$ cat src/rtl/umi_pkg.sv
`default_nettype none
// ============================================================================
// Module      : umi_pkg
// Description : Shared UMI opcodes, type codes, packer states and cmd layout.
// Revision    : 1.0 - initial release
// ============================================================================
package umi_pkg;

  localparam int CMD_OPCODE_LSB = 0;
  localparam int CMD_SIZE_LSB   = 8;
  localparam int CMD_USER_LSB   = 12;

  localparam logic [7:0] OP_WRITE_RESPONSE = 8'h01;
  localparam logic [7:0] OP_WRITE_SIGNAL   = 8'h02;
  localparam logic [7:0] OP_WRITE_STREAM   = 8'h03;
  localparam logic [7:0] OP_WRITE_ACK      = 8'h04;
  localparam logic [7:0] OP_WRITE_NORMAL   = 8'h05;
  localparam logic [7:0] OP_READ           = 8'h08;
  localparam logic [7:0] OP_ATOMIC         = 8'h09;

  // Atomic sub-operation lives in opcode[6:4]
  localparam logic [2:0] ATOMIC_SWAP = 3'd0;
  localparam logic [2:0] ATOMIC_ADD  = 3'd1;
  localparam logic [2:0] ATOMIC_AND  = 3'd2;
  localparam logic [2:0] ATOMIC_OR   = 3'd3;
  localparam logic [2:0] ATOMIC_XOR  = 3'd4;
  localparam logic [2:0] ATOMIC_MAX  = 3'd5;
  localparam logic [2:0] ATOMIC_MIN  = 3'd6;

  typedef enum logic [3:0] {
    TYPE_WRITE_NORMAL   = 4'd0,
    TYPE_WRITE_SIGNAL   = 4'd1,
    TYPE_WRITE_ACK      = 4'd2,
    TYPE_WRITE_STREAM   = 4'd3,
    TYPE_WRITE_RESPONSE = 4'd4,
    TYPE_READ           = 4'd5,
    TYPE_ATOMIC_SWAP    = 4'd6,
    TYPE_ATOMIC_ADD     = 4'd7,
    TYPE_ATOMIC_AND     = 4'd8,
    TYPE_ATOMIC_OR      = 4'd9,
    TYPE_ATOMIC_XOR     = 4'd10,
    TYPE_ATOMIC_MAX     = 4'd11,
    TYPE_ATOMIC_MIN     = 4'd12
  } req_type_e;

  localparam logic [3:0] TYPE_LAST = 4'd12;

  typedef enum logic [2:0] {
    ST_IDLE   = 3'd0,
    ST_CMD    = 3'd1,
    ST_DST_LO = 3'd2,
    ST_DST_HI = 3'd3,
    ST_SRC_LO = 3'd4,
    ST_SRC_HI = 3'd5,
    ST_DATA   = 3'd6
  } state_e;

  function automatic logic type_illegal(input logic [3:0] t);
    return t > TYPE_LAST;
  endfunction

  function automatic logic [7:0] atomic_opcode(input logic [2:0] sub);
    return {1'b0, sub, OP_ATOMIC[3:0]};
  endfunction

endpackage
`default_nettype wire

$ cat src/rtl/umi_tx_packer_if.sv
`default_nettype none
// ============================================================================
// Module      : umi_tx_packer_if
// Description : Request, payload and beat-stream signals of the UMI tx packer.
// Revision    : 1.0 - initial release
// ============================================================================
interface umi_tx_packer_if #(
  parameter int AW = 64
);
  logic          req_valid;
  logic          req_ready;
  logic [3:0]    req_type;
  logic [3:0]    req_size;
  logic [19:0]   req_user;
  logic [AW-1:0] req_dstaddr;
  logic [AW-1:0] req_srcaddr;
  logic          req_err;
  logic          data_valid;
  logic          data_ready;
  logic [31:0]   data_in;
  logic          tx_valid;
  logic          tx_ready;
  logic [31:0]   tx_data;
  logic          tx_first;
  logic          tx_last;

  // Host / initiator side
  modport master (
    output req_valid, req_type, req_size, req_user, req_dstaddr, req_srcaddr,
    input  req_ready, req_err,
    output data_valid, data_in,
    input  data_ready,
    input  tx_valid, tx_data, tx_first, tx_last,
    output tx_ready
  );

  // Packer side
  modport slave (
    input  req_valid, req_type, req_size, req_user, req_dstaddr, req_srcaddr,
    output req_ready, req_err,
    input  data_valid, data_in,
    output data_ready,
    output tx_valid, tx_data, tx_first, tx_last,
    input  tx_ready
  );
endinterface
`default_nettype wire

$ cat src/rtl/umi_encode.sv
`default_nettype none
// ============================================================================
// Module      : umi_encode
// Description : Combinational (type, size, user) -> UMI cmd word and packet
//               shape flags.
// Revision    : 1.0 - initial release
// ============================================================================
module umi_encode
  import umi_pkg::*;
(
  input  logic [3:0]  req_type,
  input  logic [3:0]  req_size,
  input  logic [19:0] req_user,
  output logic [31:0] cmd,
  output logic        needs_src,
  output logic        has_data,
  output logic        illegal
);

  logic [7:0] opcode;
  logic [3:0] size_field;

  always_comb begin
    opcode     = 8'h00;
    size_field = req_size;
    needs_src  = 1'b0;
    has_data   = 1'b0;
    case (req_type)
      TYPE_WRITE_NORMAL:   begin opcode = OP_WRITE_NORMAL;   has_data = 1'b1; end
      TYPE_WRITE_SIGNAL:   begin opcode = OP_WRITE_SIGNAL;   has_data = 1'b1; end
      TYPE_WRITE_STREAM:   begin opcode = OP_WRITE_STREAM;   has_data = 1'b1; end
      TYPE_WRITE_RESPONSE: begin opcode = OP_WRITE_RESPONSE; has_data = 1'b1; end
      TYPE_WRITE_ACK: begin
        opcode    = OP_WRITE_ACK;
        has_data  = 1'b1;
        needs_src = 1'b1;
      end
      TYPE_READ: begin
        opcode    = OP_READ;
        needs_src = 1'b1;
      end
      // Atomic type codes are ordered like the opcode[6:4] sub-ops
      TYPE_ATOMIC_SWAP, TYPE_ATOMIC_ADD, TYPE_ATOMIC_AND, TYPE_ATOMIC_OR,
      TYPE_ATOMIC_XOR, TYPE_ATOMIC_MAX, TYPE_ATOMIC_MIN: begin
        opcode     = atomic_opcode(3'(req_type - TYPE_ATOMIC_SWAP));
        size_field = 4'd0;
        needs_src  = 1'b1;
        has_data   = 1'b1;
      end
      default: ;
    endcase
  end

  assign illegal = type_illegal(req_type);
  assign cmd     = {req_user, size_field, opcode};

endmodule
`default_nettype wire

$ cat src/rtl/umi_tx_packer.sv
`default_nettype none
// ============================================================================
// Module      : umi_tx_packer
// Description : Packs one UMI transaction into a 32-bit valid/ready beat stream
//               (cmd, dstaddr, optional srcaddr, payload).
//               Optional: UMI_TX_ERRCNT_EN adds a saturating err_count output.
// Revision    : 1.0 - initial release
// ============================================================================
module umi_tx_packer
  import umi_pkg::*;
#(
  parameter int AW = 64
) (
  input  logic           clk,
  input  logic           reset,
  umi_tx_packer_if.slave bus
`ifdef UMI_TX_ERRCNT_EN
  ,
  output logic [7:0]     err_count
`endif
);

  localparam bit HAS_HI = (AW == 64);

  state_e      state_q, state_d;
  logic [3:0]  type_q, type_d;
  logic [3:0]  size_q, size_d;
  logic [19:0] user_q, user_d;
  logic [63:0] dst_q, dst_d;
  logic [63:0] src_q, src_d;
  logic [3:0]  cnt_q, cnt_d;
  logic        req_err_q, req_err_d;

  logic [31:0] enc_cmd;
  logic        enc_needs_src;
  logic        enc_has_data;
  logic        enc_illegal;
  logic [3:0]  data_size;
  logic        tx_hs;
  state_e      after_dst;
  state_e      after_src;

  umi_encode u_encode (
    .req_type  (type_q),
    .req_size  (size_q),
    .req_user  (user_q),
    .cmd       (enc_cmd),
    .needs_src (enc_needs_src),
    .has_data  (enc_has_data),
    .illegal   (enc_illegal)
  );

  // Atomic forces the cmd size to 0, so the cmd field is the true beat bound
  assign data_size = enc_cmd[CMD_SIZE_LSB +: 4];
  assign tx_hs     = bus.tx_valid & bus.tx_ready;
  assign after_src = enc_has_data ? ST_DATA : ST_IDLE;
  assign after_dst = enc_needs_src ? ST_SRC_LO : after_src;

  always_comb begin
    state_d        = state_q;
    type_d         = type_q;
    size_d         = size_q;
    user_d         = user_q;
    dst_d          = dst_q;
    src_d          = src_q;
    cnt_d          = cnt_q;
    req_err_d      = 1'b0;
    bus.req_ready  = 1'b0;
    bus.data_ready = 1'b0;
    bus.tx_valid   = 1'b0;
    bus.tx_data    = 32'h0;
    bus.tx_first   = 1'b0;
    bus.tx_last    = 1'b0;

    if (!reset) begin
      case (state_q)
        ST_IDLE: begin
          bus.req_ready = 1'b1;
          if (bus.req_valid) begin
            type_d = bus.req_type;
            size_d = bus.req_size;
            user_d = bus.req_user;
            dst_d  = 64'(bus.req_dstaddr);
            src_d  = 64'(bus.req_srcaddr);
            cnt_d  = 4'd0;
            if (type_illegal(bus.req_type)) begin
              req_err_d = 1'b1;
            end else begin
              state_d = ST_CMD;
            end
          end
        end
        ST_CMD: begin
          if (enc_illegal) begin
            state_d = ST_IDLE;
          end else begin
            bus.tx_valid = 1'b1;
            bus.tx_first = 1'b1;
            bus.tx_data  = enc_cmd;
            if (tx_hs) state_d = ST_DST_LO;
          end
        end
        ST_DST_LO: begin
          bus.tx_valid = 1'b1;
          bus.tx_data  = dst_q[31:0];
          if (tx_hs) state_d = HAS_HI ? ST_DST_HI : after_dst;
        end
        ST_DST_HI: begin
          bus.tx_valid = 1'b1;
          bus.tx_data  = dst_q[63:32];
          if (tx_hs) state_d = after_dst;
        end
        ST_SRC_LO: begin
          bus.tx_valid = 1'b1;
          bus.tx_data  = src_q[31:0];
          bus.tx_last  = !HAS_HI && !enc_has_data;
          if (tx_hs) state_d = HAS_HI ? ST_SRC_HI : after_src;
        end
        ST_SRC_HI: begin
          bus.tx_valid = 1'b1;
          bus.tx_data  = src_q[63:32];
          bus.tx_last  = !enc_has_data;
          if (tx_hs) state_d = after_src;
        end
        ST_DATA: begin
          bus.tx_valid   = bus.data_valid;
          bus.data_ready = bus.tx_ready;
          bus.tx_data    = bus.data_in;
          bus.tx_last    = (cnt_q == data_size);
          if (tx_hs) begin
            if (cnt_q == data_size) begin
              state_d = ST_IDLE;
              cnt_d   = 4'd0;
            end else begin
              cnt_d = cnt_q + 4'd1;
            end
          end
        end
        default: state_d = ST_IDLE;
      endcase
    end
  end

  always_ff @(posedge clk) begin
    if (reset) begin
      state_q   <= ST_IDLE;
      type_q    <= 4'd0;
      size_q    <= 4'd0;
      user_q    <= 20'd0;
      dst_q     <= 64'd0;
      src_q     <= 64'd0;
      cnt_q     <= 4'd0;
      req_err_q <= 1'b0;
    end else begin
      state_q   <= state_d;
      type_q    <= type_d;
      size_q    <= size_d;
      user_q    <= user_d;
      dst_q     <= dst_d;
      src_q     <= src_d;
      cnt_q     <= cnt_d;
      req_err_q <= req_err_d;
    end
  end

  assign bus.req_err = req_err_q & ~reset;

`ifdef UMI_TX_ERRCNT_EN
  logic [7:0] err_cnt_q, err_cnt_d;

  always_comb begin
    err_cnt_d = err_cnt_q;
    if (req_err_d && (err_cnt_q != 8'hFF)) err_cnt_d = err_cnt_q + 8'd1;
  end

  always_ff @(posedge clk) begin
    if (reset) err_cnt_q <= 8'd0;
    else       err_cnt_q <= err_cnt_d;
  end

  assign err_count = err_cnt_q;
`endif

endmodule
`default_nettype wire

$ cat src/flat_wrapper.sv
// flat-port wrapper written by rule: the top's interface ports become plain ports
module umi_tx_packer_flat import umi_pkg::*;
#(
  parameter int AW = 64
)
  (clk, reset, bus_req_valid, bus_req_type, bus_req_size, bus_req_user, bus_req_dstaddr, bus_req_srcaddr, bus_req_ready, bus_req_err, bus_data_valid, bus_data_in, bus_data_ready, bus_tx_valid, bus_tx_data, bus_tx_first, bus_tx_last, bus_tx_ready);
  umi_tx_packer_if #(.AW(AW)) bus_i ();
  input  logic clk;
  input  logic reset;
  input wire logic [$bits(bus_i.req_valid)-1:0] bus_req_valid;
  input wire logic [$bits(bus_i.req_type)-1:0] bus_req_type;
  input wire logic [$bits(bus_i.req_size)-1:0] bus_req_size;
  input wire logic [$bits(bus_i.req_user)-1:0] bus_req_user;
  input wire logic [$bits(bus_i.req_dstaddr)-1:0] bus_req_dstaddr;
  input wire logic [$bits(bus_i.req_srcaddr)-1:0] bus_req_srcaddr;
  output wire logic [$bits(bus_i.req_ready)-1:0] bus_req_ready;
  output wire logic [$bits(bus_i.req_err)-1:0] bus_req_err;
  input wire logic [$bits(bus_i.data_valid)-1:0] bus_data_valid;
  input wire logic [$bits(bus_i.data_in)-1:0] bus_data_in;
  output wire logic [$bits(bus_i.data_ready)-1:0] bus_data_ready;
  output wire logic [$bits(bus_i.tx_valid)-1:0] bus_tx_valid;
  output wire logic [$bits(bus_i.tx_data)-1:0] bus_tx_data;
  output wire logic [$bits(bus_i.tx_first)-1:0] bus_tx_first;
  output wire logic [$bits(bus_i.tx_last)-1:0] bus_tx_last;
  input wire logic [$bits(bus_i.tx_ready)-1:0] bus_tx_ready;
  assign bus_i.req_valid = bus_req_valid;
  assign bus_i.req_type = bus_req_type;
  assign bus_i.req_size = bus_req_size;
  assign bus_i.req_user = bus_req_user;
  assign bus_i.req_dstaddr = bus_req_dstaddr;
  assign bus_i.req_srcaddr = bus_req_srcaddr;
  assign bus_req_ready = bus_i.req_ready;
  assign bus_req_err = bus_i.req_err;
  assign bus_i.data_valid = bus_data_valid;
  assign bus_i.data_in = bus_data_in;
  assign bus_data_ready = bus_i.data_ready;
  assign bus_tx_valid = bus_i.tx_valid;
  assign bus_tx_data = bus_i.tx_data;
  assign bus_tx_first = bus_i.tx_first;
  assign bus_tx_last = bus_i.tx_last;
  assign bus_i.tx_ready = bus_tx_ready;
  umi_tx_packer #(.AW(AW)) u_core (.clk(clk), .reset(reset), .bus(bus_i));
endmodule
$ cat config.mk
export PLATFORM = sky130hd
export DESIGN_NAME = umi_tx_packer_flat
export DESIGN_NICKNAME = d
export VERILOG_FILES = /design/src/rtl/umi_pkg.sv /design/src/rtl/umi_tx_packer_if.sv /design/src/rtl/umi_encode.sv /design/src/rtl/umi_tx_packer.sv /design/src/flat_wrapper.sv
export SDC_FILE = /design/constraint.sdc
export NUM_CORES = 1
export LEC_CHECK = 0
export ABC_CLOCK_PERIOD_IN_PS = 2800
export BUFFER_PORTS_ARGS = -buffer_cell sky130_fd_sc_hd__buf_4
export CORE_ASPECT_RATIO = 1.75
export CORE_MARGIN = 3
export CORE_UTILIZATION = 50
export DETAILED_ROUTE_END_ITERATION = 10
export PLACE_DENSITY = 0.84
export SLEW_MARGIN = 20
export SYNTH_ARGS = -nofsm -noshare
export SYNTH_HDL_FRONTEND = slang
export SYNTH_SLANG_ARGS = --single-unit
$ cat constraint.sdc
create_clock -name clk -period 2.8 [get_ports clk]
set_clock_uncertainty 0.1 [all_clocks]
set_input_delay 0.56 -clock clk [delete_from_list [all_inputs] [get_ports clk]]
set_output_delay 0.56 -clock clk [all_outputs]
set_load 0.05 [all_outputs]
==> impl_table.tex <==
\begin{tabular}{lr}
\hline
Metric & Value \\
\hline
\multicolumn{2}{l}{\textbf{Place}} \\
\quad Placer Congestion & 0.883 \\
\quad Port Buffer Count & 230 \\
\quad Placed Cells & 1397 \\
\quad Post-placement setup slack & 277 ps \\
\quad Detailed Place HPWL & 17800 um \\
\multicolumn{2}{l}{\textbf{Route}} \\
\quad Routed Antenna Nets & 0 \\
\quad Total wirelength of the detailed-routed design & $\sim$26000 um \\
\quad Initial DRC count & 803 \\
\quad Total via count in the routed design & 8286 \\
\quad DRC Markers & 0 \\
\quad Vias per cell & 5.77 \\
\quad Number of iterations in the first detailed-routing pass & 6 \\
\quad Routed len/inst & 17.9 um \\
\multicolumn{2}{l}{\textbf{Timing}} \\
\quad Max transition margin & 24.8\% \\
\quad Number of hold violations in the final report & 0 \\
\quad Highest attainable clock frequency & 0.360 GHz \\
\quad Tcrit/Tclk final & slightly below 100\% \\
\quad Unrepaired setup endpoints after global routing & true \\
\quad Setup slack after layout & 21.2 ps \\
\quad Transition at the pin with the smallest max-transition slack & 1130 ps \\
\quad Worst hold slack across all endpoints & 272 ps \\
\quad Final min period & 2780 ps \\
\quad Final setup fails & 0 \\
\quad Number of max-slew violations in the final report & 0 \\
\multicolumn{2}{l}{\textbf{Cells and area}} \\
\quad Util after Layout & 69.9\% \\
\quad Area overhead of the layout relative to synthesis & 36.9\% \\
\quad Most common library cell in the layout ignoring fill and taps & sky130\_fd\_sc\_hd\_\_nand2\_1 \\
\quad Number of antenna diodes & 0 \\
\quad Non-filler cells, final & 1435 \\
\quad Share of post-route cells with drive strength above 1 & 28.4\% \\
\quad Highest-count cells in the layout ignoring fill and taps & sky130\_fd\_sc\_hd\_\_nand2\_1 (352), sky130\_fd\_sc\_hd\_\_buf\_4 (245), sky130\_fd\_sc\_hd\_\_a21oi\_1 (177), sky130\_fd\_sc\_hd\_\_dfxtp\_1 (157), sky130\_fd\_sc\_hd\_\_o21ai\_0 (39) \\
\quad Final net count & around 1400 \\
\multicolumn{2}{l}{\textbf{Global routing}} \\
\quad Wire length of the first global-routing pass & roughly 38000 um \\
\quad Overflow after GRT & 0 \\
\quad Largest net degree at the start of global routing & $\sim$150 \\
\quad GRT Util Overall & 28.7\% \\
\quad Number of antenna violations at the first check in global routing & 0 \\
\quad Global Route met2 Usage & a little under half \\
\quad Number of global-route vias before repair & between 7000 and 8000 \\
\quad GR Util met1 & a little over a third \\
\quad GRT Max-Usage Layer & met2 \\
\quad Met3 track demand over resource in global routing & slightly above 6\% \\
\multicolumn{2}{l}{\textbf{Critical path}} \\
\quad Category of the worst setup path capture point & output port \\
\quad WS Path Type & reg -> out \\
\quad Endpoint arrival time on the critical path & 2120 ps \\
\quad Crit path launch type & flop \\
\quad Worst endpoint required time & 2140 ps \\
\quad Max Fanout on Critical Path & 20 \\
\multicolumn{2}{l}{\textbf{CTS}} \\
\quad Clock-pin slew reported for the worst setup and hold paths after clock tree synthesis & about 70 ps \\
\quad Clock Sink Count & 164 \\
\quad Cell at the root of the clock tree & sky130\_fd\_sc\_hd\_\_clkbuf\_16 \\
\quad Clock buffer count from CTS & 17 \\
\quad CTS tree & built \\
\quad Clock latency of the later-clocked register in the worst-skew pair & 430 ps \\
\quad Number of buffers on the longest clock path & 2 \\
\quad CTS H-tree lvls & 4 \\
\multicolumn{2}{l}{\textbf{Floorplan}} \\
\quad Total I/O pin count & 231 \\
\quad Die ar. & 0.0168 mm2 \\
\quad Die width & roughly 99 um \\
\quad Placeable core region & 0.0149 mm2 \\
\quad Die Height & 169 um \\
\quad Initial standard-cell utilization of the core & 51.1\% \\
\quad Number of rows in the core area & 59 \\
\multicolumn{2}{l}{\textbf{Yosys}} \\
\quad Mapped Nets & 1240 \\
\quad Share of synthesized flip-flops with an asynchronous set or reset & 0\% \\
\quad Post-Synth Adder-Cell Area & 0.164\% \\
\quad Post-synthesis share of cell area spent on xor and xnor gates & less than 1\% \\
\quad EDFF count, synth & 0 \\
\quad Library cells used by synthesis & 46 \\
\quad Proportion of synthesized chip area in sequential cells & between 40\% and 50\% \\
\quad Mean instance size in the synthesized netlist & approximately 7.3 um2 \\
\quad Yosys warnings & 0 \\
\quad Flop and latch count out of synthesis & 164 \\
\quad Mapped Area & about 0.0076 mm2 \\
\quad Area share of the largest cell type after synthesis & 43.1\% \\
\quad Largest family of logic cells by synthesized area & simple AND/OR/NAND/NOR gates \\
\quad Top cell type by total area after synthesis & sky130\_fd\_sc\_hd\_\_dfxtp\_1 \\
\quad Prevailing post-synth register cell & sky130\_fd\_sc\_hd\_\_dfxtp\_1 \\
\quad Cell types occupying the most area after synthesis & sky130\_fd\_sc\_hd\_\_dfxtp\_1 (43\%), sky130\_fd\_sc\_hd\_\_nand2\_1 (17\%), sky130\_fd\_sc\_hd\_\_a21oi\_1 (13\%) \\
\quad Post-synthesis instance total & 1046 \\
\quad Mux share of post-synthesis cell area & 4.86\% \\
\quad Post-synthesis compound-gate area fraction & 22.6\% \\
\quad Simple-gate area share of the yosys netlist & around 24\% \\
\multicolumn{2}{l}{\textbf{Pwr}} \\
\quad Final Total Pwr & 0.00867 W \\
\quad Reported leakage power & 4.10 nW \\
\quad Worst vdd ir & $\sim$0.50 mV \\
\quad Power density relative to cell area & 831 mW/mm2 \\
\multicolumn{2}{l}{\textbf{Hold path}} \\
\quad Min-Delay Path Class & in -> reg \\
\multicolumn{2}{l}{\textbf{Outcome}} \\
\quad Outcome & finished, final reports clean \\
\multicolumn{2}{l}{\textbf{Run}} \\
\quad Max cap viols & 0 \\
\hline
\end{tabular}
## path summary, 6_finish.rpt
path / from / end / slack [ps] / depth (start not counted)
setup / recovery: u_core.state_q[0] / bus_tx_data[27] / 20 / 7
hold reg to reg: u_core.src_q[46] / u_core.src_q[46] / 360 / 2
hold / removal: bus_req_size[0] / u_core.size_q[0] / 270 / 3
setup reg to reg: u_core.state_q[1] / u_core.dst_q[44] / 380 / 7
## report_power, final
group          switching [W]  total (W)  internal [W]
clock network        0.00108    0.00226       0.00118
registers           0.000276    0.00302       0.00275
logic                0.00215    0.00338       0.00123
## cell type report
class | instances | area, um2
Sequential cell | 164 | 3310
Clock inverter | 15 | 143
Clock buffer | 17 | 425
Inverter | 5 | 22.5
Multi-Input combinational cell | 786 | 4140
Tap cell | 183 | 229
Fill cell | 1231 | 4480
Timing Repair Buffer | 265 | 2160
## per-stage QoR
step / area [um2] / TNS (ps)
after global placement: 9610 / 0
after global routing: 10400 / -21.0
after floorplan: 7680 / 0
after CTS: 10300 / 0
final: 10400 / 0
after detailed placement: 9610 / 0
## state kept, by name, summed over array words and instances, names as in the netlist
signal            flops
u_core.size_q         4
u_core.cnt_q          4
u_core.req_err_q      1
u_core.type_q         4
u_core.state_q        3
u_core.dst_q         64
u_core.user_q        20
u_core.src_q         64
## layer usage
layer,share of wire [%],vias to the layer above
met5,0,-
met1,36,3809
met2,50,457
li1,-,3947
met3,9.0,73
met4,4.5,0
## cells by family (layout without fill, tap and decap cells)
logic type | count (synthesis) | in the layout
AND/OR/NAND/NOR | 448 | 448
AO/OA/AOI/OAI | 300 | 300
adder cells (fa/ha/maj) | 1 | 1
flip-flops | 164 | 164
XOR/XNOR | 1 | 1
multiplexers | 36 | 36
buffers and inverters | 96 | 302
## cell usage after synthesis (2+ instances only)
cell and count:
sky130_fd_sc_hd__a211oi_1 6, sky130_fd_sc_hd__a21o_1 2, sky130_fd_sc_hd__a21oi_1 191, sky130_fd_sc_hd__a221oi_1 14
sky130_fd_sc_hd__a222oi_1 6, sky130_fd_sc_hd__a22o_1 3, sky130_fd_sc_hd__a22oi_1 23, sky130_fd_sc_hd__a311oi_1 2
sky130_fd_sc_hd__and2_1 3, sky130_fd_sc_hd__buf_1 6, sky130_fd_sc_hd__buf_2 13, sky130_fd_sc_hd__clkbuf_1 70
sky130_fd_sc_hd__dfxtp_1 164, sky130_fd_sc_hd__inv_1 4, sky130_fd_sc_hd__mux2_2 8, sky130_fd_sc_hd__mux2i_1 28
sky130_fd_sc_hd__nand2_1 352, sky130_fd_sc_hd__nand2b_1 10, sky130_fd_sc_hd__nand3_1 25, sky130_fd_sc_hd__nand4_1 4
sky130_fd_sc_hd__nor2_1 28, sky130_fd_sc_hd__nor2b_1 9, sky130_fd_sc_hd__nor3_1 5, sky130_fd_sc_hd__nor3b_1 2
sky130_fd_sc_hd__nor4_1 2, sky130_fd_sc_hd__o211ai_1 3, sky130_fd_sc_hd__o211ai_2 2, sky130_fd_sc_hd__o21ai_0 41
sky130_fd_sc_hd__o21ai_1 2, sky130_fd_sc_hd__or3_1 2
## worst max-delay path, stage by stage (launching register included)
cell	delay, ps
sky130_fd_sc_hd__dfxtp_4	370
sky130_fd_sc_hd__nor3b_2	160
sky130_fd_sc_hd__buf_4	150
sky130_fd_sc_hd__and2_4	180
sky130_fd_sc_hd__buf_12	150
sky130_fd_sc_hd__a222oi_1	380
sky130_fd_sc_hd__nor2_1	120
sky130_fd_sc_hd__buf_6	170
## timing repair
action	CTS	global route
pin swaps	2	6
cloned	1	1
buffers inserted	2	2
resized for setup	18	26
hold buffers	0	0
endpoints found under the setup margin	31	26
Power figures use the tool's default switching activity.
